**config.mk**
```make
export PLATFORM = sky130hd
export DESIGN_NAME = dct_transpose_ctrl
export DESIGN_NICKNAME = d
export VERILOG_FILES = /design/src/rtl/dct_tr_pkg.sv /design/src/rtl/dct_tr_obuf.sv /design/src/rtl/dct_transpose_ctrl.sv
export SDC_FILE = /design/constraint.sdc
export NUM_CORES = 1
export LEC_CHECK = 0
export ABC_AREA = 1
export ABC_CLOCK_PERIOD_IN_PS = 1800
export CAP_MARGIN = 20
export CELL_PAD_IN_SITES_DETAIL_PLACEMENT = 1
export CELL_PAD_IN_SITES_GLOBAL_PLACEMENT = 2
export CORE_MARGIN = 5
export CORE_UTILIZATION = 26
export DETAILED_ROUTE_END_ITERATION = 8
export HOLD_SLACK_MARGIN = 0.03
export PLACE_DENSITY = 0.85
export SLEW_MARGIN = 20
export SYNTH_ARGS = -nofsm -noshare
export SYNTH_HDL_FRONTEND = slang
export SYNTH_SLANG_ARGS = --single-unit
```
**constraint.sdc**
```tcl
create_clock -name clk -period 1.8 [get_ports clk]
set_input_delay 0.27 -clock clk [delete_from_list [all_inputs] [get_ports clk]]
set_output_delay 0.27 -clock clk [all_outputs]
set_load 0.01 [all_outputs]
```
**src/rtl/dct_tr_pkg.sv**
```systemverilog
`default_nettype none
// ============================================================================
// Module      : dct_tr_pkg
// Description : Shared constants, grant encoding and transpose-address helper
//               for the DCT transpose RAM controller.
// Revision    : 1.0 - initial release
// ============================================================================
package dct_tr_pkg;

    localparam int BLK_SIZE   = 16;
    localparam int BANK_BIT   = 4;
    localparam int OBUF_DEPTH = 3;

    localparam logic [3:0] CNT_LAST = 4'(BLK_SIZE - 1);

    typedef enum logic [1:0] {
        GNT_IDLE = 2'd0,
        GNT_WR   = 2'd1,
        GNT_RD   = 2'd2
    } gnt_e;

    // Row-major index of the cnt-th coefficient in column-major order.
    function automatic logic [3:0] tr_index(input logic [3:0] cnt);
        return {cnt[1:0], cnt[3:2]};
    endfunction

endpackage
`default_nettype wire

```
**src/rtl/dct_tr_obuf.sv**
```systemverilog
`default_nettype none
// ============================================================================
// Module      : dct_tr_obuf
// Description : 3-entry shift FIFO of {last, data}; head entry drives outputs.
// Revision    : 1.0 - initial release
// ============================================================================
module dct_tr_obuf
    import dct_tr_pkg::*;
#(
    parameter int DATA_W = 16
) (
    input  logic              clk,
    input  logic              rst,
    input  logic              push_i,
    input  logic [DATA_W:0]   push_data_i,
    input  logic              pop_i,
    output logic [DATA_W:0]   head_o,
    output logic [1:0]        count_o
);

    logic [DATA_W:0] entry_q [OBUF_DEPTH];
    logic [DATA_W:0] entry_d [OBUF_DEPTH];
    logic [1:0]      count_q;
    logic [1:0]      count_d;
    logic            do_pop;
    logic            do_push;
    logic [1:0]      wr_idx;

    always_comb begin
        entry_d = entry_q;
        do_pop  = pop_i && (count_q != 2'd0);
        do_push = push_i && ((count_q < 2'(OBUF_DEPTH)) || do_pop);
        wr_idx  = count_q - 2'(do_pop);
        if (do_pop) begin
            for (int i = 0; i < OBUF_DEPTH - 1; i++) begin
                entry_d[i] = entry_q[i + 1];
            end
        end
        if (do_push) begin
            entry_d[wr_idx] = push_data_i;
        end
        count_d = count_q + 2'(do_push) - 2'(do_pop);
    end

    always_ff @(posedge clk) begin
        if (rst) begin
            for (int i = 0; i < OBUF_DEPTH; i++) begin
                entry_q[i] <= '0;
            end
            count_q <= 2'd0;
        end else begin
            entry_q <= entry_d;
            count_q <= count_d;
        end
    end

    assign head_o  = entry_q[0];
    assign count_o = count_q;

endmodule
`default_nettype wire

```
**src/rtl/dct_transpose_ctrl.sv**
```systemverilog
`default_nettype none
// ============================================================================
// Module      : dct_transpose_ctrl
// Description : Ping-pong transpose RAM sequencer and single-port arbiter
//               between the row and column DCT stages.
//               DCT_TRANSPOSE_RR_ARB_EN selects round-robin arbitration;
//               otherwise reads win every conflict.
// Revision    : 1.0 - initial release
// ============================================================================
module dct_transpose_ctrl
    import dct_tr_pkg::*;
#(
    parameter int DATA_W = 16,
    parameter int ADDR_W = 5
) (
    input  logic              clk,
    input  logic              rst,
    input  logic              in_valid_i,
    input  logic [DATA_W-1:0] in_data_i,
    output logic              in_ready_o,
    output logic              out_valid_o,
    output logic [DATA_W-1:0] out_data_o,
    output logic              out_last_o,
    input  logic              out_ready_i,
    output logic              mem_cen_o,
    output logic              mem_oen_o,
    output logic              mem_wen_o,
    output logic [ADDR_W-1:0] mem_addr_o,
    output logic [DATA_W-1:0] mem_data_o,
    input  logic [DATA_W-1:0] mem_data_i
);

    logic [1:0]        full_q, full_d;
    logic              wb_q, wb_d;
    logic              rb_q, rb_d;
    logic [3:0]        wcnt_q, wcnt_d;
    logic [3:0]        rcnt_q, rcnt_d;
    logic              rd_inflight_q, rd_inflight_d;
    logic              rd_last_q, rd_last_d;
    logic [ADDR_W-1:0] addr_q, addr_d;
    logic [DATA_W-1:0] wdata_q, wdata_d;
`ifdef DCT_TRANSPOSE_RR_ARB_EN
    logic              prio_rd_q, prio_rd_d;
`endif

    gnt_e              gnt;
    logic              wr_req;
    logic              rd_req;
    logic              wr_win;
    logic [1:0]        obuf_count;
    logic [DATA_W:0]   obuf_head;
    logic              obuf_pop;

    always_comb begin
        full_d        = full_q;
        wb_d          = wb_q;
        rb_d          = rb_q;
        wcnt_d        = wcnt_q;
        rcnt_d        = rcnt_q;
        addr_d        = addr_q;
        wdata_d       = wdata_q;

        wr_req = !full_q[wb_q];
        // Credit check counts the read already on its way into the FIFO.
        rd_req = full_q[rb_q] &&
                 (({1'b0, obuf_count} + {2'b0, rd_inflight_q}) < 3'(OBUF_DEPTH));

`ifdef DCT_TRANSPOSE_RR_ARB_EN
        wr_win    = wr_req && (!rd_req || !prio_rd_q);
        prio_rd_d = prio_rd_q;
        if (wr_req && rd_req) begin
            prio_rd_d = wr_win;
        end
`else
        wr_win = wr_req && !rd_req;
`endif

        if (wr_win && in_valid_i) begin
            gnt = GNT_WR;
        end else if (rd_req && !wr_win) begin
            gnt = GNT_RD;
        end else begin
            gnt = GNT_IDLE;
        end

        rd_inflight_d = (gnt == GNT_RD);
        rd_last_d     = (gnt == GNT_RD) && (rcnt_q == CNT_LAST);

        if (gnt == GNT_WR) begin
            addr_d                 = '0;
            addr_d[BANK_BIT]       = wb_q;
            addr_d[BANK_BIT-1:0]   = wcnt_q;
            wdata_d                = in_data_i;
            wcnt_d                 = wcnt_q + 4'd1;
            if (wcnt_q == CNT_LAST) begin
                full_d[wb_q] = 1'b1;
                wb_d         = !wb_q;
            end
        end else if (gnt == GNT_RD) begin
            addr_d                 = '0;
            addr_d[BANK_BIT]       = rb_q;
            addr_d[BANK_BIT-1:0]   = tr_index(rcnt_q);
            rcnt_d                 = rcnt_q + 4'd1;
            if (rcnt_q == CNT_LAST) begin
                full_d[rb_q] = 1'b0;
                rb_d         = !rb_q;
            end
        end
    end

    always_ff @(posedge clk) begin
        if (rst) begin
            full_q        <= 2'b00;
            wb_q          <= 1'b0;
            rb_q          <= 1'b0;
            wcnt_q        <= 4'd0;
            rcnt_q        <= 4'd0;
            rd_inflight_q <= 1'b0;
            rd_last_q     <= 1'b0;
            addr_q        <= '0;
            wdata_q       <= '0;
`ifdef DCT_TRANSPOSE_RR_ARB_EN
            prio_rd_q     <= 1'b0;
`endif
        end else begin
            full_q        <= full_d;
            wb_q          <= wb_d;
            rb_q          <= rb_d;
            wcnt_q        <= wcnt_d;
            rcnt_q        <= rcnt_d;
            rd_inflight_q <= rd_inflight_d;
            rd_last_q     <= rd_last_d;
            addr_q        <= addr_d;
            wdata_q       <= wdata_d;
`ifdef DCT_TRANSPOSE_RR_ARB_EN
            prio_rd_q     <= prio_rd_d;
`endif
        end
    end

    assign obuf_pop = out_valid_o && out_ready_i;

    dct_tr_obuf #(
        .DATA_W      (DATA_W)
    ) u_obuf (
        .clk         (clk),
        .rst         (rst),
        .push_i      (rd_inflight_q),
        .push_data_i ({rd_last_q, mem_data_i}),
        .pop_i       (obuf_pop),
        .head_o      (obuf_head),
        .count_o     (obuf_count)
    );

    assign in_ready_o  = wr_win;
    assign out_valid_o = (obuf_count != 2'd0);
    assign out_data_o  = obuf_head[DATA_W-1:0];
    assign out_last_o  = obuf_head[DATA_W];

    // Idle cycles replay the held address/data so the RAM pins stay quiet.
    assign mem_cen_o  = (gnt == GNT_IDLE);
    assign mem_wen_o  = (gnt != GNT_WR);
    assign mem_oen_o  = 1'b0;
    assign mem_addr_o = addr_d;
    assign mem_data_o = wdata_d;

endmodule
`default_nettype wire

```
# ---- Word-level counts from Yosys, hierarchy flattened
# Index checks and enable logic that the tools add are counted.
dict set report word_totals {
  regBits 88
  word_cells 85
  input_bits 36
  output_inout_bits 43
}
dict set report classes {
  n_reduce_logical 25
  n_eq_ne 6
  bitwise_logic 5
  magnitude_cmp 8
  add_sub_neg 6
  n_mux 22
}
# cell count
set ops {}
lappend ops {{bitwise mux 51 bit} 1}
lappend ops {{2-to-1 mux 51 bit} 1}
lappend ops {{demux 17 bit (select 2 bit)} 1}
lappend ops {{2-to-1 mux 34 bit} 1}
lappend ops {{2-to-1 mux 17 bit} 1}
lappend ops {{2-to-1 mux 16 bit} 1}
lappend ops {{2-to-1 mux 2 bit} 6}
lappend ops {{logical AND 1 bit} 11}
lappend ops {{2-to-1 mux 5 bit} 2}
lappend ops {{adder 4 x 1 -> 4 bit, second input constant} 2}
lappend ops {{equality test 4 bit, second input constant} 2}
lappend ops {{2-to-1 mux 1 bit} 6}
lappend ops {{AND reduction 3 bit} 2}
lappend ops {{nonzero test 2 bit} 3}
lappend ops {{zero test 1 bit} 5}
lappend ops {{< comparator 1 x 2 -> 1 bit, second input constant} 2}
lappend ops {{inequality test 2 x 1 -> 1 bit, second input constant} 2}
lappend ops {{AND reduction 2 bit} 2}
lappend ops {{subtractor 2 x 1 -> 2 bit} 2}
lappend ops {{adder 2 x 1 -> 3 bit} 1}
lappend ops {{greater-or-equal comparator 3 bit, second input constant} 1}
lappend ops {{< comparator 3 x 1 -> 1 bit, second input constant} 1}
lappend ops {{< comparator 3 x 2 -> 1 bit, second input constant} 1}
lappend ops {{NOT 2 -> 3 bit} 1}
lappend ops {{12 further kinds} 14}

# ---- Depth between registers and ports, before layout
dict set report depth {
  depth_word 12
  mapped_depth 12
  depth_no_buf 10
}

# ---- Cells and area by module
# A second synthesis with hierarchy kept.
dict set report unflattened {
  cells_unflattened 641
  area_unflattened_um2 4320.4
}
# module area_each_um2 cells_per_inst seq_area_each_um2 n_inst
set modules_own_cells {}
lappend modules_own_cells {dct_tr_obuf 2678.8 408 1061.0 1}
lappend modules_own_cells {dct_transpose_ctrl 1641.6 233 700.7 1}

# ---- Worst setup path before layout
# No wires, ideal clock.
dict set report synth_timing {
  path_kind {flip-flop to flip-flop}
  start {reg u_obuf.count_q[1] (netlist: u_obuf.count_o[1])}
  end {reg u_obuf.entry_q (netlist bit u_obuf.head_o[10])}
  period_less_slack_ns 2.053
  n_path_buf 2
  stages_incl_launch_ff 11
  setup_ns 0.128
  arrival_ns 1.925
  required_ns 1.672
  slack_ns -0.253
  path_cell_list {dfxtp_1 -> inv_2 -> nand2_2 -> nand2_4 -> clkinv_2 -> buf_6 -> ha_1 -> inv_1 -> nor3_4 -> clkbuf_1 -> a21oi_1}
}
dict set report synth_between {
  elab_chain_len 11
  elab_cells_between_ends 16
  classes_between {add/sub: 1; order compare: 3; mux: 5; bitwise: 1; reduce/logical: 6}
}
# element line
set synth_lines {}
lappend synth_lines {{start: declaration} dct_tr_obuf.sv:23} ;# logic [1:0] count_q;
lappend synth_lines {{start signal: assignment} dct_tr_obuf.sv:53} ;# count_q <= count_d;
lappend synth_lines {{nonzero test 2 bit (*)} dct_transpose_ctrl.sv:156} ;# assign out_valid_o = (obuf_count != 2'd0);
lappend synth_lines {{net out_valid_o} dct_transpose_ctrl.sv:21} ;# output logic out_valid_o,
lappend synth_lines {{logical AND 1 bit} dct_transpose_ctrl.sv:141} ;# assign obuf_pop = out_valid_o && out_ready_i;
lappend synth_lines {{logical AND 1 bit (*)} dct_tr_obuf.sv:31} ;# do_pop = pop_i && (count_q != 2'd0);
lappend synth_lines {{subtractor 2 x 1 -> 2 bit} dct_tr_obuf.sv:33} ;# wr_idx = count_q - 2'(do_pop);
lappend synth_lines {{NOT 2 -> 3 bit (not written as such)} dct_tr_obuf.sv:40} ;# entry_d[wr_idx] = push_data_i;
lappend synth_lines {{greater-or-equal comparator 3 bit (not written as such) / < comparator 3 x 1 -> 1 bit (equally long branches)} dct_tr_obuf.sv:40}
lappend synth_lines {{logical AND 1 bit (not written as such)} dct_tr_obuf.sv:40}
lappend synth_lines {{2-to-1 mux 17 bit (not written as such)} dct_tr_obuf.sv:40}
lappend synth_lines {{demux 17 bit (select 2 bit)} dct_tr_obuf.sv:40}
lappend synth_lines {{bitwise mux 51 bit} dct_tr_obuf.sv:40}
lappend synth_lines {{2-to-1 mux 51 bit (*)} dct_tr_obuf.sv:39} ;# if (do_push) begin
lappend synth_lines {{end signal: assignment} dct_tr_obuf.sv:52} ;# entry_q <= entry_d;
lappend synth_lines {{end: declaration} dct_tr_obuf.sv:21} ;# logic [DATA_W:0] entry_q [OBUF_DEPTH];
# Mark *: on every way through the listed nets, which the timed path passes. The rest lies on a longest branch.
# A chain may end at the register's enable or synchronous reset.

# ---- Worst setup path in the final report
dict set report layout_timing {
  start {reg rd_inflight_q}
  end {out mem_data_o[10]}
}
dict set report layout_between {
  elab_chain_len 11
  elab_cells_between_ends 12
  classes_between {add/sub: 1; order compare: 1; eq/ne: 1; mux: 3; reduce/logical: 6}
}
# element line
set layout_lines {}
lappend layout_lines {{start: declaration} dct_transpose_ctrl.sv:38} ;# logic rd_inflight_q, rd_inflight_d;
lappend layout_lines {{start signal: assignment} dct_transpose_ctrl.sv:131} ;# rd_inflight_q <= rd_inflight_d;
lappend layout_lines {{adder 2 x 1 -> 3 bit (*)} dct_transpose_ctrl.sv:66} ;# (({1'b0, obuf_count} + {2'b0, rd_inflight_q}) < 3'(OBUF_DEPTH));
lappend layout_lines {{< comparator 3 x 2 -> 1 bit (*)} dct_transpose_ctrl.sv:66}
lappend layout_lines {{logical AND 1 bit (*)} dct_transpose_ctrl.sv:65} ;# rd_req = full_q[rb_q] &&
lappend layout_lines {{zero test 1 bit} dct_transpose_ctrl.sv:75} ;# wr_win = wr_req && !rd_req;
lappend layout_lines {{logical AND 1 bit} dct_transpose_ctrl.sv:75}
lappend layout_lines {{zero test 1 bit} dct_transpose_ctrl.sv:80} ;# end else if (rd_req && !wr_win) begin
lappend layout_lines {{logical AND 1 bit} dct_transpose_ctrl.sv:80}
lappend layout_lines {{2-to-1 mux 2 bit} dct_transpose_ctrl.sv:80}
lappend layout_lines {{2-to-1 mux 2 bit (*)} dct_transpose_ctrl.sv:78} ;# if (wr_win && in_valid_i) begin
lappend layout_lines {{equality test 2 x 1 -> 1 bit (*)} dct_transpose_ctrl.sv:89} ;# if (gnt == GNT_WR) begin
lappend layout_lines {{2-to-1 mux 16 bit (*)} dct_transpose_ctrl.sv:89}
lappend layout_lines {{end: declaration} dct_transpose_ctrl.sv:29} ;# output logic [DATA_W-1:0] mem_data_o,
# Mark *: on every way between the ends. The rest lies on a longest branch, timed or not.

==> out/qor.csv <==
stage,metric,value,unit
status,status,"complete, but fails checks",
status,violated checks,negative setup slack,
power,worst vdd ir,428,uV
placed_design,"Cell Area, Placed",5160,um^2
finish,nets,758,
finish,most frequent cells in the layout,"nand2_1 (100), dfxtp_1 (85), inv_1 (70)",
yosys,"area leader, netlist",dfxtp_1,
floorplanning,die height,134,um
sta,period utilisation layout,1.33,
clock_network,clk sink count,88,
floorplanning,initial cell density of the core,0.265,
finish,Non-Filler Instances,909,
routing,Starting DRT DRC Count,159,
finish,# diodes,0,
global_routing,Congestion Overflow GR,0,
worst_setup_path,critical path startpoint,rd_inflight_q,
worst_setup_path,CP Capture Point,mem_data_o[10],
sta,Max Slew Vio Count,0,
yosys,sequential area share after synthesis,0.438,
yosys,Ys Warns,0,
finish,"leading cell type in the layout, fill and taps excluded",nand2_1,
floorplanning,Core Area,15200,um^2
global_routing,antenna violations before repair,0,
worst_setup_path,crit-path max FO,7,
power,Power per Cell Area,761,nW/um^2
yosys,synthesized area per cell,7.09,um^2
worst_setup_path,"slowest stage cell, crit path",dfxtp_2,
global_routing,first-pass GRT wire length,22.3,mm
clock_network,worst skew pair latency,0.35,ns
sta,Layout Skew,0.00425,ns
placed_design,DP Wirelength,7.52,mm
clock_network,CTS tree,done,
worst_setup_path,R2R Path End,wdata_q[10],
flow_run,max-cap violation count,0,
floorplanning,site row count,45,
yosys,gate count after technology mapping,567,
routing,routed length per instance,16.1,um
global_routing,total track usage,0.154,
worst_setup_path,FF-to-FF path depth,14,
global_routing,vias in the first global route,4526,
routing,Vias/cell,4.60,
placed_design,Cells after DPL,831,
power,Final Power,5.20,mW
floorplanning,die area,18100,um^2
finish,Final Util,0.450,
clock_network,CTS buffer count,9,
yosys,main area contributors after synthesis,"dfxtp_1 (44%), nand2_1 (12%), a21oi_1 (8.3%)",
sta,setup ws final,-0.592,ns
clock_network,H-tree depth,3,
sta,Slew Limit Headroom,0.563,
placed_design,port bufs,77,
routing,antenna-violating nets left,0,
worst_setup_path,Worst EP arrival,2.12,ns
routing,vias after detailed routing,4178,
routing,DRC Markers,0,
finish,share of layout cells above drive strength 1,0.362,
sta,Tightest Pin Transition,0.655,ns
clock_network,Root Buffer,clkbuf_16,
routing,Pre-Repair DR Iteration Count,4,
worst_setup_path,CP max stage delay,0.34,ns
sta,RSZ-0062 raised after global routing,yes,
worst_setup_path,critical path endpoint category,primary output,
routing,Detailed Route WL,14.7,mm
worst_setup_path,FF-to-FF setup slack,-0.31,ns
yosys,Yosys top cell area share,0.438,
floorplanning,I/O Pins,79,
yosys,#FFs+latches synth,88,
clock_network,hold_buf cts,0,
worst_setup_path,critical-path cell list,ha_4 -> ha_4 -> a21oi_4 -> nand2_4 -> nand3_4 -> buf_12 -> buf_8 -> buf_12 -> o21ai_2 -> inv_1 -> buf_2,
sta,final setup vio count,76,
worst_setup_path,CP Launch Type,flop,
sta,final setup TNS,-17.27,ns
sta,fin crit period,2.39,ns
finish,fin area,6830,um^2
worst_setup_path,Crit path max-delay family,buffers and inverters,
yosys,mapped cell area,4020,um^2
yosys,"Net Count, Synth",609,
clock_network,Bufs on Longest Clock Path,2,
yosys,library cells used by synthesis,32,
floorplanning,Die Wd,134,um
sta,final hold violations,0,
worst_setup_path,reg2reg start,rd_inflight_q,
placed_design,gpl congestion,0.732,
hold_path,Tightest Hold Check Type,flop to flop,
global_routing,largest net degree at the start of global routing,59,
worst_setup_path,"Req. time, crit path",1.53,ns
sta,fmax,418,MHz
finish,area grow syn2layout,69.9,%
worst_setup_path,WP depth,11,
worst_setup_path,CP Buf/Inv Count,5,
clock_network,"Clk pin slew, worst setup/hold paths",0.06,ns
worst_setup_path,Worst Setup Path Type,flop to primary output,
power,static leakage power,2.95,nW
Yosys cell counts:
| cell type | instances |
|---|---|
| nor3_1 | 1 |
| nor3_4 | 1 |
| clkbuf_1 | 10 |
| nand3_4 | 1 |
| conb_1 | 1 |
| nand3_2 | 1 |
| clkinv_2 | 1 |
| nor2_1 | 29 |
| a21oi_1 | 67 |
| buf_4 | 19 |
| dfxtp_1 | 88 |
| clkinv_1 | 1 |
| nand3_1 | 3 |
| and3_1 | 1 |
| xnor2_1 | 1 |
| nor2_2 | 1 |
| inv_2 | 3 |
| ha_1 | 6 |
| nand3b_1 | 1 |
| xnor2_2 | 1 |
| nand2_4 | 1 |
| clkbuf_2 | 1 |
| buf_6 | 4 |
| xor2_1 | 1 |
| nand4_1 | 2 |
| o21ai_0 | 46 |
| o21ai_1 | 46 |
| buf_2 | 12 |
| inv_1 | 81 |
| nand2_2 | 3 |
| nand2_1 | 132 |
| or2_2 | 1 |
layout make-up:
class / count / area [um^2]
multi-input cells: 347 / 2190
well taps: 188 / 235
flip-flops and latches: 88 / 1770
fillers: 1784 / 8370
clock buffers: 12 / 267
clock inverters: 4 / 75.1
inverters: 86 / 350
repair buffers: 184 / 1950
routing by layer:
layer  share of wire  track usage  up-vias
met5               0            0        -
met4           0.015       0.0373        0
met3           0.043       0.0416       15
met2            0.53        0.289       89
met1            0.41        0.173     2011
li1                -            -     2063
through the flow:
stage               hold slack, ns  setup slack (ns)
floorplan                    0.418           -0.0165
global route                 0.474            -0.664
global placement             0.435            -0.518
CTS                          0.458            -0.679
detailed placement           0.448            -0.579
finish                       0.455            -0.592
power breakdown:
group	internal (mW)	total (mW)	switching, mW
Clock	1.33	2.13	0.802
Sequential	1.99	2.01	0.0250
Combinational	0.536	1.06	0.521
what timing repair did:
item                                   CTS  global route
buffers inserted                        46            24
gates resized for setup                253           100
pin swaps                               13            19
endpoints found under the hold margin    0             0
cloned                                   7             3
setup endpoints to repair               62            87
worst min-delay path, stage by stage, from the launching register on:
cell and delay [ns]:
dfxtp_1 0.30, inv_1 0.06, a21oi_1 0.05
logic make-up (layout without fill, tap and decap cells):
family / after synthesis / after routing / share of synthesized area
DFF: 88 / 88 / 0.438
xor gates and xnor gates: 3 / 3 / 0.00840
adders and majority gates: 6 / 6 / 0.0187
other: 1 / 1 / 0.000933
buffers and inverters: 132 / 286 / 0.153
AOI/OAI and AO/OA: 159 / 159 / 0.198
and+or+nand+nor: 178 / 178 / 0.183
worst min path at each step:
stage | to | slack [ns] | cells past startpoint
final | flop | 0.45 | 2
after global routing | flop | 0.47 | 2
after CTS | flop | 0.46 | 2
after detailed placement | flop | 0.45 | 2
after global placement | flop | 0.43 | 2
after floorplan | u_obuf.entry_q[17] | 0.42 | 2
No activity file was read; power rests on OpenSTA's default activity.
